**config.mk**
```make
export PLATFORM = sky130hd
export DESIGN_NAME = fruit_pool
export DESIGN_NICKNAME = d
export VERILOG_FILES = /design/src/rtl/fruit_pool.sv
export SDC_FILE = /design/constraint.sdc
export NUM_CORES = 1
export LEC_CHECK = 0
export CAP_MARGIN = 20
export CORE_MARGIN = 2
export CORE_UTILIZATION = 56
export CTS_BUF_LIST = sky130_fd_sc_hd__clkbuf_8
export CTS_CLUSTER_DIAMETER = 120
export DETAILED_ROUTE_END_ITERATION = 8
export GPL_TIMING_DRIVEN = 0
export PLACE_DENSITY_LB_ADDON = 0.12
export SYNTH_ARGS = -nofsm -noshare
export SYNTH_HDL_FRONTEND = slang
export SYNTH_SLANG_ARGS = --single-unit
```
**constraint.sdc**
```tcl
create_clock -name frame_clk -period 8 [get_ports frame_clk]
set_clock_uncertainty 0.1 [all_clocks]
set_input_delay 1.6 -clock frame_clk [delete_from_list [all_inputs] [get_ports frame_clk]]
set_output_delay 1.6 -clock frame_clk [all_outputs]
set_load 0.01 [all_outputs]
```
**src/rtl/fruit_pool.sv**
```systemverilog
// Multi-slot fruit physics engine: spawns fruits from a free-slot pool, moves them
// ballistically each frame, bounces them off the side walls and reports cuts and misses.
module fruit_pool #(
  parameter int N_FRUITS       = 4,
  parameter int GRAVITY        = 1,
  parameter int VY_BASE        = 12,
  parameter int SPAWN_INTERVAL = 60,
  parameter int MIN_INTERVAL   = 16,
  parameter int X_MAX          = 629,
  parameter int Y_MAX          = 479
) (
  input  logic                  frame_clk,
  input  logic                  Reset,
  input  logic                  enable,
  input  logic [15:0]           lfsr_in,
  input  logic                  cut_valid,
  input  logic [2:0]            cut_idx,
  output logic [10*N_FRUITS-1:0] fruit_x,
  output logic [10*N_FRUITS-1:0] fruit_y,
  output logic [N_FRUITS-1:0]   fruit_active,
  output logic                  cut_pulse,
  output logic                  miss_pulse,
  output logic                  spawn_pulse,
  output logic [7:0]            cut_count,
  output logic [7:0]            miss_count
);

  localparam int CNT_W = $clog2(SPAWN_INTERVAL + 1);
  localparam logic signed [10:0] X_MAX_S = 11'(X_MAX);
  localparam logic signed [10:0] Y_MAX_S = 11'(Y_MAX);

  logic        [9:0] x_q  [N_FRUITS];
  logic        [9:0] x_d  [N_FRUITS];
  logic        [9:0] y_q  [N_FRUITS];
  logic        [9:0] y_d  [N_FRUITS];
  logic signed [3:0] vx_q [N_FRUITS];
  logic signed [3:0] vx_d [N_FRUITS];
  logic signed [7:0] vy_q [N_FRUITS];
  logic signed [7:0] vy_d [N_FRUITS];

  logic [N_FRUITS-1:0] active_q, active_d;
  logic [CNT_W-1:0]    spawn_cnt_q, spawn_cnt_d;
  logic [7:0]          cut_cnt_q, cut_cnt_d, miss_cnt_q, miss_cnt_d;
  logic                cut_pulse_q, cut_pulse_d;
  logic                miss_pulse_q, miss_pulse_d;
  logic                spawn_pulse_q, spawn_pulse_d;

  logic signed [10:0] nx, ny;
  logic        [3:0]  miss_n;
  logic        [2:0]  level;
  logic [CNT_W-1:0]   spawn_term;
  logic               spawned;
  logic               unused_lfsr_bit;

  assign unused_lfsr_bit = lfsr_in[9];

  function automatic logic [7:0] sat_add8(input logic [7:0] a, input logic [3:0] b);
    logic [8:0] s;
    s = {1'b0, a} + {5'b0, b};
    return s[8] ? 8'hFF : s[7:0];
  endfunction

  function automatic logic [2:0] level_of(input logic [7:0] cnt);
    return (cnt[7:3] > 5'd7) ? 3'd7 : cnt[5:3];
  endfunction

  // Terminal counter value: effective interval minus one, floored at MIN_INTERVAL.
  function automatic logic [CNT_W-1:0] term_of(input logic [2:0] lvl);
    int iv;
    iv = SPAWN_INTERVAL - 4 * int'(lvl);
    if (iv < MIN_INTERVAL) iv = MIN_INTERVAL;
    return CNT_W'(iv - 1);
  endfunction

  always_comb begin
    x_d           = x_q;
    y_d           = y_q;
    vx_d          = vx_q;
    vy_d          = vy_q;
    active_d      = active_q;
    spawn_cnt_d   = spawn_cnt_q;
    cut_cnt_d     = cut_cnt_q;
    miss_cnt_d    = miss_cnt_q;
    cut_pulse_d   = 1'b0;
    miss_pulse_d  = 1'b0;
    spawn_pulse_d = 1'b0;
    nx            = '0;
    ny            = '0;
    miss_n        = '0;
    spawned       = 1'b0;
    level         = level_of(cut_cnt_q);
    spawn_term    = term_of(level);

    if (enable) begin
      for (int i = 0; i < N_FRUITS; i++) begin
        if (active_q[i]) begin
          if (cut_valid && cut_idx == 3'(i)) begin
            active_d[i] = 1'b0;
            cut_pulse_d = 1'b1;
            cut_cnt_d   = sat_add8(cut_cnt_q, 4'd1);
          end else begin
            nx      = $signed({1'b0, x_q[i]}) + 11'(vx_q[i]);
            ny      = $signed({1'b0, y_q[i]}) - 11'(vy_q[i]);
            vy_d[i] = vy_q[i] - 8'(GRAVITY);
            if (nx[10] || nx > X_MAX_S) vx_d[i] = -vx_q[i];
            else                        x_d[i]  = nx[9:0];
            if (ny > Y_MAX_S) begin
              active_d[i] = 1'b0;
              miss_n      = miss_n + 4'd1;
            end else if (ny[10]) begin
              y_d[i] = '0;
            end else begin
              y_d[i] = ny[9:0];
            end
          end
        end
      end
      miss_pulse_d = |miss_n;
      miss_cnt_d   = sat_add8(miss_cnt_q, miss_n);

      // Free slots come from start-of-frame occupancy; a full pool parks the counter.
      if (spawn_cnt_q >= spawn_term) begin
        if (!(&active_q)) begin
          for (int i = 0; i < N_FRUITS; i++) begin
            if (!active_q[i] && !spawned) begin
              spawned     = 1'b1;
              x_d[i]      = 10'd64 + {1'b0, lfsr_in[8:0]};
              y_d[i]      = 10'(Y_MAX);
              vx_d[i]     = $signed({lfsr_in[12], lfsr_in[12:10]});
              vy_d[i]     = 8'(VY_BASE) + {5'b0, lfsr_in[15:13]} + {5'b0, level};
              active_d[i] = 1'b1;
            end
          end
          spawn_pulse_d = 1'b1;
          spawn_cnt_d   = '0;
        end
      end else begin
        spawn_cnt_d = spawn_cnt_q + CNT_W'(1);
      end
    end
  end

  always_ff @(posedge frame_clk or posedge Reset) begin
    if (Reset) begin
      for (int i = 0; i < N_FRUITS; i++) begin
        x_q[i]  <= '0;
        y_q[i]  <= '0;
        vx_q[i] <= '0;
        vy_q[i] <= '0;
      end
      active_q      <= '0;
      spawn_cnt_q   <= '0;
      cut_cnt_q     <= '0;
      miss_cnt_q    <= '0;
      cut_pulse_q   <= 1'b0;
      miss_pulse_q  <= 1'b0;
      spawn_pulse_q <= 1'b0;
    end else begin
      x_q           <= x_d;
      y_q           <= y_d;
      vx_q          <= vx_d;
      vy_q          <= vy_d;
      active_q      <= active_d;
      spawn_cnt_q   <= spawn_cnt_d;
      cut_cnt_q     <= cut_cnt_d;
      miss_cnt_q    <= miss_cnt_d;
      cut_pulse_q   <= cut_pulse_d;
      miss_pulse_q  <= miss_pulse_d;
      spawn_pulse_q <= spawn_pulse_d;
    end
  end

  for (genvar g = 0; g < N_FRUITS; g++) begin : g_out
    assign fruit_x[10*g +: 10] = x_q[g];
    assign fruit_y[10*g +: 10] = y_q[g];
  end

  assign fruit_active = active_q;
  assign cut_pulse    = cut_pulse_q;
  assign miss_pulse   = miss_pulse_q;
  assign spawn_pulse  = spawn_pulse_q;
  assign cut_count    = cut_cnt_q;
  assign miss_count   = miss_cnt_q;

endmodule
```
==> run summary <==
The flow ran to the end, and the final reports show no timing, DRC or antenna violations. The effective utilization at floorplan is 56.76%, and the summed negative setup slack over all endpoints is 0 ns. The y dimension of the die is 149.7 µm. Dividing the detail-routed wire length by the instance count gives 18.74 µm. The run gives 7440 µm² as the area occupied by multi-input gates.

The total die area was 22,420 µm². After synthesis, the cell types taking the most area are sky130_fd_sc_hd__dfrtp_1, sky130_fd_sc_hd__ha_1, sky130_fd_sc_hd__xnor2_1. The count of input and output buffers is 124. In this run the register-to-register setup slack is 1.77 ns. For the number of I/O pins, the log shows 126. Antenna violation net count after detailed routing: 0.

TritonCTS built the clock tree. The critical path is of the reg2reg type. The run gives 0 as the count of hold buffers inserted by post-cts repair. Power spread over the standard cell area amounts to 520.9 nW/µm².

The longest clock path from root to sink contains 2 buffers. Before antenna repair, the detailed router went through 7 iterations. After synthesis, the netlist uses 83 different library cells. The logs give 30.31% for the overall routing resource usage and 0.9154 for the global placement routability congestion. The largest fanout on the critical path is 5. Number of violations of the max-capacitance limit: 0.

The first global-routing pass estimated 53,800 µm of wire. The number of cells on the worst hold path is 1. The total core area is 20,960 µm². Among all flip-flop cells after synthesis, the most frequent one is sky130_fd_sc_hd__dfrtp_1. Worst min-delay path class: reg2reg. The mapped netlist covers 11,900 µm². The number of core rows is 53, and the number of buffer and inverter stages on the critical path is 3. For the worst IR drop on VDD, the log shows 0.3057 mV.

For the number of clock sinks, the log shows 157. The post-route netlist has 4.634% of its cells at a drive strength greater than 1. STA puts the critical path data arrival time at 6.52 ns. The analysis attributes to cell leakage a power of 5.950 nW. At the worst endpoint, the required time is 8.29 ns.

The worst setup path is launched from a flop. Setup repair after global routing left no endpoint under its margin. The area growth from synthesis to layout is 17.18%.

At the end of the flow, the number of nets in the layout was 1,661. The tools report the number of levels the H-tree was split into as 4. For the fill cell instance count of the final layout, the log shows 1,802. The run gives 0 as the post-cts sizing count. The first routing iteration left 872 violations.

Post-synthesis register bit count: 157. Grouping stages by cell kind, the critical path spends the most delay in adder cells. The library cell used most frequently in the layout, excluding fill and tap cells, is sky130_fd_sc_hd__dfrtp_1. The number of clock buffers added by TritonCTS is 17. Critical path's slowest cell: sky130_fd_sc_hd__dfrtp_1. The worst slew margin relative to its limit is 30.77%, and the initial antenna violation count is 0. 0 antenna diodes ended up in the layout.

The final critical path takes up 77.91% of the cycle. The fraction of registers with async set or reset after synthesis came out at 100.0%. The worst setup path is captured at a flop.

The logs give 1,807 for the final instance count without filler cells and 1,776 for the number of placed instances with taps included. For the worst-skew pair, the clock arrives at the later sink with an insertion delay of 0.46 ns. The max-slew violation total from the final report is 0.

After technology mapping, the gate count stands at 1,376. The post-CTS clock slew at the launch and capture registers of the worst setup and hold paths was 0.09 ns. The CTS root buffer is sky130_fd_sc_hd__clkbuf_8. Summed over all layers, the routed wires come to 33,870 µm. For the remaining design rule violation count, the log shows 0.

For this run, the register share of the synthesized area comes to 33.03%. For the total via count in the routed design, the log shows 11,310. The number of setup violations in the final report was 0; the via count of the first global-routing pass was 10,420. The synthesized design contains 0 enable-type register cells. Post-CTS timing repair inserted 0 buffers for setup.

The number of warnings issued by yosys is 0, and the post-synthesis net count is 1,517. At the pin with the least slew margin, the transition time is 1.030 ns. For the total global routing overflow, the log shows 0.

At the end of the flow the core is filled with cells to 66.52%. The width of the die was 149.7 µm. The most area-hungry cell type in the Yosys netlist is sky130_fd_sc_hd__dfrtp_1. The shortest period the worst path allows is 6.232 ns, and the via-per-instance ratio is 6.256. The wire-length estimate of the detail-placed layout is 25,290 µm. Area taken by flip-flops and latches: 3929 µm². For this run, the top clock speed supported by timing is 0.1605 GHz. The number of gates on the worst path with buffers counted was 29; the delay contributed by the slowest stage of the critical path was 0.41 ns. In this design, the critical path's most frequently occurring cell is sky130_fd_sc_hd__ha_1. The cell depth of the worst flop-to-flop path was 29.

The synthesized design devotes to its leading area cell type 33.03% of total area. In the layout the commonest cells are sky130_fd_sc_hd__dfrtp_1, sky130_fd_sc_hd__clkdlybuf4s50_1, sky130_fd_sc_hd__nor2_1. The tightest hold path in the finished design has a slack of 0.4264 ns. Dividing the synthesized area by the synthesized cell count gives 8.645 µm². Entering global routing, the biggest net connects 105 pins. The count of endpoints failing hold in the final timing report was 0.
==> Yosys cell counts, types with 19 or more instances <==
| library cell | instances |
|---|---|
| sky130_fd_sc_hd__clkbuf_1 | 37 |
| sky130_fd_sc_hd__nor2b_1 | 20 |
| sky130_fd_sc_hd__dfrtp_1 | 157 |
| sky130_fd_sc_hd__nand3_1 | 28 |
| sky130_fd_sc_hd__nand2_1 | 112 |
| sky130_fd_sc_hd__nor3_1 | 49 |
| sky130_fd_sc_hd__o21a_1 | 19 |
| sky130_fd_sc_hd__o22ai_1 | 36 |
| sky130_fd_sc_hd__a2bb2oi_1 | 19 |
| sky130_fd_sc_hd__ha_1 | 108 |
| sky130_fd_sc_hd__xor2_1 | 20 |
| sky130_fd_sc_hd__nor2_1 | 123 |
| sky130_fd_sc_hd__o21ai_0 | 96 |
| sky130_fd_sc_hd__inv_1 | 97 |
| sky130_fd_sc_hd__a21oi_1 | 91 |
| sky130_fd_sc_hd__xnor2_1 | 56 |
==> final cells by class <==
type	instances	share of cell area (%)
inverters	97	2.666
flip-flops and latches	157	28.19
multi-input cells	1081	53.38
well taps	275	2.469
plain buffers	41	1.167
clock buffers	18	1.777
clock inverters	13	1.257
repair buffers	125	9.102
==> flip-flops by register name (all words and copies together), names as in the netlist <==
signal and count:
miss_pulse 1, miss_count 8, vx_q 16, vy_q 32
spawn_cnt_q 6, fruit_active 4, spawn_pulse 1, fruit_x 40
cut_pulse 1, fruit_y 40, cut_count 8
==> where the power goes <==
group / switching (mW) / total [mW] / internal [mW]
Combinational: 2.82 / 5.08 / 2.26
Clock: 0.314 / 0.657 / 0.343
Sequential: 0.380 / 1.52 / 1.14
Total: 3.52 / 7.26 / 3.74
==> stage by stage <==
| stage | cell area, µm² | setup WS [ns] | total power [mW] |
|---|---|---|---|
| after floorplan | 11900 | 2.065 | 5.124 |
| after global placement | 13480 | -0.3460 | 6.377 |
| after detailed placement | 13520 | 1.662 | 6.503 |
| after CTS | 13940 | 1.791 | 7.208 |
| after global routing | 13940 | 1.354 | 7.882 |
| final | 13940 | 1.768 | 7.260 |
==> kinds of logic after synthesis <==
| family | share of synthesized area [%] |
|---|---|
| xor+xnor | 5.733 |
| flops | 33.03 |
| simple gates | 17.21 |
| buf+inv | 4.428 |
| fa+ha+maj | 13.04 |
| mux | 1.020 |
| compound gates | 25.54 |
==> path summary, 6_finish.rpt <==
path | startpoint | end
max in group asynchronous | Reset | miss_count[2]
worst min-delay path | fruit_y[9] | fruit_y[9]
worst min register to register | fruit_y[9] | fruit_y[9]
min in group asynchronous | Reset | fruit_y[18]
worst max-delay path | fruit_y[10] | miss_count[2]
worst max register to register | fruit_y[10] | miss_count[2]
==> metal layers <==
layer / global-route usage, % / part of all wire, %
met1: 41.86 / 45
met2: 47.73 / 45
met3: 5.579 / 6.8
met4: 11.18 / 3.0
met5: 0 / 0
Note: power is estimated with default switching activity, not from simulation.
